File: config.mk
export PLATFORM = sky130hd
export DESIGN_NAME = acq_sweep_sched
export DESIGN_NICKNAME = d
export VERILOG_FILES = /design/src/rtl/dscope_acq_pkg.sv /design/src/rtl/acq_period_timer.sv /design/src/rtl/acq_sweep_sched.sv
export SDC_FILE = /design/constraint.sdc
export NUM_CORES = 1
export LEC_CHECK = 0
export ABC_AREA = 1
export CORE_MARGIN = 1
export CORE_UTILIZATION = 52
export CTS_CLUSTER_DIAMETER = 60
export CTS_CLUSTER_SIZE = 14
export DETAILED_ROUTE_END_ITERATION = 8
export PLACE_DENSITY = 0.9
export SLEW_MARGIN = 5
export SYNTH_ARGS = -nofsm -noshare
export SYNTH_HDL_FRONTEND = slang
export SYNTH_HIERARCHICAL = 1
export SYNTH_SLANG_ARGS = --single-unit
File: constraint.sdc
create_clock -name clk -period 2.1 [get_ports clk]
set_input_delay 0.42 -clock clk [delete_from_list [all_inputs] [get_ports clk]]
set_output_delay 0.42 -clock clk [all_outputs]
set_load 0.02 [all_outputs]
File: src/rtl/dscope_acq_pkg.sv
// Shared types and constants for the dscope acquisition sweep scheduler.
package dscope_acq_pkg;

  localparam int NUM_VCHN_DFLT = 4;
  localparam int VCHN_W        = $clog2(NUM_VCHN_DFLT);
  localparam int OVR_W         = 16;
  // Cycles after o_complite falls before the reader's busy flag can be trusted.
  localparam int DRAIN_HOLD    = 2;

  typedef enum logic [2:0] {
    IDLE,
    ARM,
    START,
    WAIT,
    NEXT,
    DONE,
    DRAIN
  } acq_state_e;

  function automatic logic [OVR_W-1:0] sat_inc(input logic [OVR_W-1:0] v);
    return (&v) ? v : v + OVR_W'(1);
  endfunction

endpackage

File: src/rtl/acq_period_timer.sv
// Sweep period down-counter: ticks once every i_period cycles of i_run.
// i_period of zero disables the tick.
module acq_period_timer #(
  parameter int PERIOD_W = 24
) (
  input  logic                clk,
  input  logic                rst_n,
  input  logic                i_load,
  input  logic                i_run,
  input  logic [PERIOD_W-1:0] i_period,
  output logic                o_tick
);

  logic [PERIOD_W-1:0] cnt_q;
  logic [PERIOD_W-1:0] cnt_d;

  always_comb begin
    // NOTE: default assignment first, so no path leaves cnt_d unassigned and no latch is inferred.
    cnt_d = cnt_q;
    if (i_load) begin
      cnt_d = i_period;
    end else if (i_run) begin
      // Reload on the tick cycle, and also from 0 so a period written while disabled takes effect.
      if (cnt_q <= PERIOD_W'(1)) cnt_d = i_period;
      else                       cnt_d = cnt_q - PERIOD_W'(1);
    end
  end

  // NOTE: sequential state uses non-blocking assignments so every flop samples pre-edge values.
  always_ff @(posedge clk or negedge rst_n) begin
    if (!rst_n) cnt_q <= '0;
    else        cnt_q <= cnt_d;
  end

  assign o_tick = i_run && (cnt_q == PERIOD_W'(1)) && (i_period != '0);

endmodule

File: src/rtl/acq_sweep_sched.sv
// Acquisition sweep scheduler: walks every vchn, starts all capture buffers and gathers their done.
// Define ACQ_EXT_TRIG_EN to synchronise i_ext_trig and use its rising edge as a trigger source.
module acq_sweep_sched
  import dscope_acq_pkg::*;
#(
  parameter int NUM_VCHN = NUM_VCHN_DFLT,
  parameter int NUM_BUF  = 4,
  parameter int PERIOD_W = 24,
  parameter int TMO_W    = 16
) (
  input  logic                        clk,
  input  logic                        rst_n,
  input  logic                        i_enable,
  input  logic [PERIOD_W-1:0]         i_period,
  input  logic                        i_soft_trig,
  input  logic                        i_ext_trig,
  input  logic [NUM_BUF-1:0]          i_cap_done,
  input  logic                        i_rd_busy,
  output logic [$clog2(NUM_VCHN)-1:0] o_wr_vchn,
  output logic                        o_cap_start,
  output logic                        o_complite,
  output logic                        o_busy,
  output logic                        o_timeout,
  output logic [OVR_W-1:0]            o_overrun_cnt
);

  localparam int VW      = $clog2(NUM_VCHN);
  localparam int DRAIN_W = $clog2(DRAIN_HOLD + 1);
  localparam logic [VW-1:0] LAST_VCHN = VW'(NUM_VCHN - 1);

  acq_state_e           state_q,     state_d;
  logic [VW-1:0]        vchn_q,      vchn_d;
  logic [NUM_BUF-1:0]   mask_q,      mask_d;
  logic [TMO_W-1:0]     tmo_q,       tmo_d;
  logic [DRAIN_W-1:0]   drain_q,     drain_d;
  logic                 timeout_q,   timeout_d;
  logic [OVR_W-1:0]     ovr_q,       ovr_d;
  logic                 cap_start_q, cap_start_d;
  logic                 complite_q,  complite_d;
  logic                 busy_q,      busy_d;

  logic tick;
  logic ext_rise;
  logic trig;

  // Held in load while IDLE, so the count always equals i_period on entry to ARM.
  acq_period_timer #(
    .PERIOD_W (PERIOD_W)
  ) u_timer (
    .clk      (clk),
    .rst_n    (rst_n),
    .i_load   (state_q == IDLE),
    .i_run    (state_q == ARM),
    .i_period (i_period),
    .o_tick   (tick)
  );

`ifdef ACQ_EXT_TRIG_EN
  // Two synchroniser stages plus one history stage for the rising-edge detect.
  logic [2:0] ext_sync_q;

  always_ff @(posedge clk or negedge rst_n) begin
    if (!rst_n) ext_sync_q <= '0;
    else        ext_sync_q <= {ext_sync_q[1:0], i_ext_trig};
  end

  assign ext_rise = ext_sync_q[1] & ~ext_sync_q[2];
`else
  logic unused_ext_trig;
  assign unused_ext_trig = i_ext_trig;
  assign ext_rise        = 1'b0;
`endif

  assign trig = tick | i_soft_trig | ext_rise;

  always_comb begin
    state_d   = state_q;
    vchn_d    = vchn_q;
    mask_d    = mask_q;
    tmo_d     = tmo_q;
    drain_d   = drain_q;
    timeout_d = timeout_q;
    ovr_d     = ovr_q;

    // Any trigger that cannot start a sweep right now is dropped and counted.
    if (trig && (state_q != ARM)) ovr_d = sat_inc(ovr_q);

    unique case (state_q)
      IDLE: begin
        if (i_enable) state_d = ARM;
      end
      ARM: begin
        if (trig) begin
          state_d   = START;
          vchn_d    = '0;
          timeout_d = 1'b0;
        end else if (!i_enable) begin
          state_d = IDLE;
        end
      end
      START: begin
        mask_d  = '0;
        tmo_d   = '0;
        state_d = WAIT;
      end
      WAIT: begin
        mask_d = mask_q | i_cap_done;
        tmo_d  = tmo_q + TMO_W'(1);
        if (&mask_d) begin
          state_d = NEXT;
        end else if (&tmo_d) begin
          timeout_d = 1'b1;
          state_d   = NEXT;
        end
      end
      NEXT: begin
        if (vchn_q == LAST_VCHN) begin
          state_d = DONE;
        end else begin
          vchn_d  = vchn_q + VW'(1);
          state_d = START;
        end
      end
      DONE: begin
        // o_complite is already low here, so this cycle counts toward the hold.
        drain_d = DRAIN_W'(1);
        state_d = DRAIN;
      end
      DRAIN: begin
        if (drain_q < DRAIN_W'(DRAIN_HOLD)) begin
          drain_d = drain_q + DRAIN_W'(1);
        end else if (!i_rd_busy) begin
          state_d = i_enable ? ARM : IDLE;
        end
      end
      default: state_d = IDLE;
    endcase

    // Outputs are registered from the next state so they change on the same edge as the FSM.
    cap_start_d = (state_d == START);
    complite_d  = (state_d inside {START, WAIT, NEXT});
    busy_d      = !(state_d inside {IDLE, ARM});
  end

  always_ff @(posedge clk or negedge rst_n) begin
    if (!rst_n) begin
      state_q     <= IDLE;
      vchn_q      <= '0;
      mask_q      <= '0;
      tmo_q       <= '0;
      drain_q     <= '0;
      timeout_q   <= 1'b0;
      ovr_q       <= '0;
      cap_start_q <= 1'b0;
      complite_q  <= 1'b0;
      busy_q      <= 1'b0;
    end else begin
      state_q     <= state_d;
      vchn_q      <= vchn_d;
      mask_q      <= mask_d;
      tmo_q       <= tmo_d;
      drain_q     <= drain_d;
      timeout_q   <= timeout_d;
      ovr_q       <= ovr_d;
      cap_start_q <= cap_start_d;
      complite_q  <= complite_d;
      busy_q      <= busy_d;
    end
  end

  assign o_wr_vchn     = vchn_q;
  assign o_cap_start   = cap_start_q;
  assign o_complite    = complite_q;
  assign o_busy        = busy_q;
  assign o_timeout     = timeout_q;
  assign o_overrun_cnt = ovr_q;

endmodule

==> impl_metrics.ini <==
[final_layout]
num-fill-cells = 642
insertedDiodeCount = 0
layout.cell_area.non_filler_sq_mm = 0.006670
multiInputGateArea_sq_mm = 0.002830
final-seq-area_sq_mm = 0.001779
nNetsFinal = 858
post_route_cells_drive_above_1_share = 0.3135
areaGrowthSynthToFinish_pct = 35.30
layout.cells.non_filler = 934

[power]
power.density_cell_area_mw_per_mm2 = 1343
ir_drop_v = 0.0008799
p_leak_nw = 3.342

[detailed_routing]
avgRoutedWirePerCell_um = 15.89
post-route-drc-count = 0
ant_nets = 0
drt_iter0_drc = 230
detail_route.vias_per_cell = 5.573
detailroute.via_count = 5205
detailedRoute.firstPassIterationCount = 8
routed_wire_length_um = 14840

[sta]
timing.clock.skew_ns = 0.01464
finalMaxSlewViolations = 0
final-setup-viol-count = 13
hold_viol = 0
finalCritPeriodShare = 1.078
setup_repair_after_global_routing_missed_its_margin = yes
timing_worst_slew_pin_value_ns = 0.4649
fmax_ghz = 0.4416
worst_hold_slack_ns = 0.5032
slew-limit-headroom = 0.6877
min_tclk_post_route_ns = 2.264
pnr_worst_setup_slack_ns = -0.1643

[yosys]
postSynthRegisterBits = 71
mappedNetlistArea_sq_mm = 0.004930
synthesis.yosys.warnings = 6
syn-num-nets = 702
yosysUniqueCellTypes = 36
synthXorXnorAreaFrac = 0.04619
area_fraction_in_compound_gates_after_synthesis = 0.04543
simple_gate_share_of_the_synthesized_area = 0.4322
synthAdderAreaFrac = 0.01523
synth.avg_cell_area_sq_um = 7.447
postSynthCellCount = 662
synth_enable_flop_cells = 0
fraction_of_synthesis_flops_using_an_asynchronous_set_or_reset_pin = 1.000
synthMuxAreaShare = 0.002284
combinational_family_with_the_most_area_after_synthesis = simple AND/OR/NAND/NOR gates
synth.yosys.seq_area_share = 0.3604
synthFlopType = sky130_fd_sc_hd__dfrtp_1

[die]
io_pins = 56
die_area_sq_mm = 0.009873
initial_core_util = 0.5361
rows = 35
dieHeight_um = 99.37
area_of_the_core_sq_mm = 0.009196
die_w_um = 99.37

[grt]
gr-usage-all-layers = 0.2883
grt_first_pass_wirelength_um = 22640
grt_antenna_before_repair = 0
grt_start_max_net_pins = 58
grt.overflow.total = 0
first_global_vias = 5022

[clock_network]
clkSinkCount = 71
htree_num_levels = 3
clock_latency_ns = 0.38
cts_tree = built
tritoncts.num_buffers = 9
clockBufferDepth = 2
cts_root_buffer = sky130_fd_sc_hd__clkbuf_8
worst_path_clk_slew_ns = 0.09

[worst_setup_path]
setup.worst_path.end_class = register
cp_data_required_time_ns = 2.37
worst-path-max-fanout = 3
worstPathArrival_ns = 2.53
critical_path_startpoint_category = primary input
timing.setup.critical_path_class = primary input to register

[placement]
placed_instances = 889
detailed_place.area_sq_mm = 0.006076
port-buffer-count = 54
post-dp-hpwl_um = 9052
gpl.final_weighted_congestion = 0.9059

[status]
violated_checks = negative setup slack
outcome = finished with violations

[run]
cap_violations = 0

[hold_path]
timing.hold.worst.class = register to register
[where the power goes]
part           switching [mW]  leakage, nW  internal (mW)
clock                   0.658       0.0991          0.464
sequential              0.423        0.906           1.84
combinational            3.29         2.34           2.28
[layout by cell type, fill, tap and decap left out, drive strengths merged, types with 4 or more instances in the layout]
| cell type | n |
|---|---|
| a21oi | 4 |
| buf | 102 |
| clkbuf | 9 |
| clkdlybuf4s50 | 42 |
| dfrtp | 71 |
| dlygate4sd2 | 5 |
| dlymetal6s2s | 6 |
| ha | 6 |
| inv | 104 |
| nand2 | 236 |
| nand3 | 61 |
| nand4 | 18 |
| nor2 | 80 |
| nor3 | 9 |
| nor4 | 4 |
| o21ai | 26 |
| o22ai | 7 |
| xnor2 | 8 |
| xor2 | 18 |
[critical path, cell delays in order]
cell	delay [ns]
sky130_fd_sc_hd__clkdlybuf4s50_1	0.45
sky130_fd_sc_hd__inv_1	0.10
sky130_fd_sc_hd__nand4_1	0.13
sky130_fd_sc_hd__nor3_1	0.39
sky130_fd_sc_hd__a21oi_4	0.12
sky130_fd_sc_hd__nor2_4	0.11
sky130_fd_sc_hd__inv_2	0.05
sky130_fd_sc_hd__nand2_2	0.06
sky130_fd_sc_hd__inv_2	0.05
sky130_fd_sc_hd__nand2_4	0.08
sky130_fd_sc_hd__buf_4	0.13
sky130_fd_sc_hd__buf_6	0.09
sky130_fd_sc_hd__mux2_2	0.33
[metrics by stage]
stage	setup TNS, ns	setup WS (ns)	power (mW)	utilization
floorplan	0	0.04266	5.549	-
global placement	-10.37	-0.5343	6.826	0.6607
detailed placement	-13.24	-0.7166	7.069	0.6607
CTS	-0.2277	-0.07947	8.439	0.7024
global route	-2.632	-0.2393	9.500	0.7253
finish	-1.017	-0.1643	8.959	0.7253
[synth_stat cells (4+ instances only)]
master | n | area [sq um]
sky130_fd_sc_hd__nand2_1 | 185 | 694.4
sky130_fd_sc_hd__inv_1 | 94 | 352.8
sky130_fd_sc_hd__dfrtp_1 | 71 | 1777
sky130_fd_sc_hd__nor2_1 | 52 | 195.2
sky130_fd_sc_hd__nand2_2 | 49 | 306.5
sky130_fd_sc_hd__nand3_1 | 37 | 185.2
sky130_fd_sc_hd__o21ai_0 | 24 | 120.1
sky130_fd_sc_hd__nand3_2 | 21 | 210.2
sky130_fd_sc_hd__nand4_1 | 18 | 112.6
sky130_fd_sc_hd__xor2_1 | 18 | 157.7
sky130_fd_sc_hd__nor2_2 | 16 | 100.1
sky130_fd_sc_hd__nor2_4 | 8 | 90.09
sky130_fd_sc_hd__nor3_1 | 8 | 40.04
sky130_fd_sc_hd__xnor2_1 | 8 | 70.07
sky130_fd_sc_hd__o22ai_1 | 7 | 43.79
sky130_fd_sc_hd__ha_1 | 6 | 75.07
sky130_fd_sc_hd__a21oi_1 | 4 | 20.02
sky130_fd_sc_hd__nor2_8 | 4 | 80.08
[path summary, 6_finish.rpt]
path | end | cells after the start | startpoint | slack [ns]
max reg2reg | o_overrun_cnt[9] | 15 | state_q[2] | -0.12
min reg2reg | mask_q[2] | 2 | mask_q[2] | 0.50
min | mask_q[2] | 2 | mask_q[2] | 0.50
min in group asynchronous | u_timer/cnt_q[13] | 2 | rst_n | 0.51
max in group asynchronous | o_overrun_cnt[11] | 3 | rst_n | 0.94
max | o_overrun_cnt[1] | 13 | i_period[10] | -0.16
[metal layers]
metal,GRT usage,wire length [um]
met5,0,0
met4,0.1561,742
met3,0.05411,949
met2,0.5224,7719
met1,0.3193,5425
[layout make-up]
class,count,area share
Multi-Input combinational cell,482,0.4243
Tap cell,111,0.02082
Clock inverter,7,0.009942
Clock buffer,9,0.01857
Sequential cell,71,0.2667
Inverter,98,0.05552
Timing Repair Buffer,156,0.2041
[sequential cells by signal, indices dropped and copies added, names as in the netlist]
signal	count
o_cap_start	1
o_timeout	1
state_q	3
tmo_q	16
o_busy	1
o_wr_vchn	2
o_complite	1
mask_q	4
drain_q	2
o_overrun_cnt	16
u_timer/cnt_q	24
[what timing repair did]
action                     in CTS  in global routing
pin swaps                      13                 22
setup buffers                  15                 14
gates resized for setup        26                 37
hold buffers                    1                  0
hold endpoints to repair       14                  0
setup endpoints to repair      21                 22
[logic make-up (layout without fill, tap and decap cells)]
family / Yosys count / after routing
xor gates and xnor gates: 26 / 26
muxes: 1 / 1
DFF: 71 / 71
buffers and inverters: 109 / 270
and+or+nand+nor: 408 / 408
adders and majority gates: 6 / 6
AOI/OAI and AO/OA: 41 / 41
(Power assumes the default switching activity.)
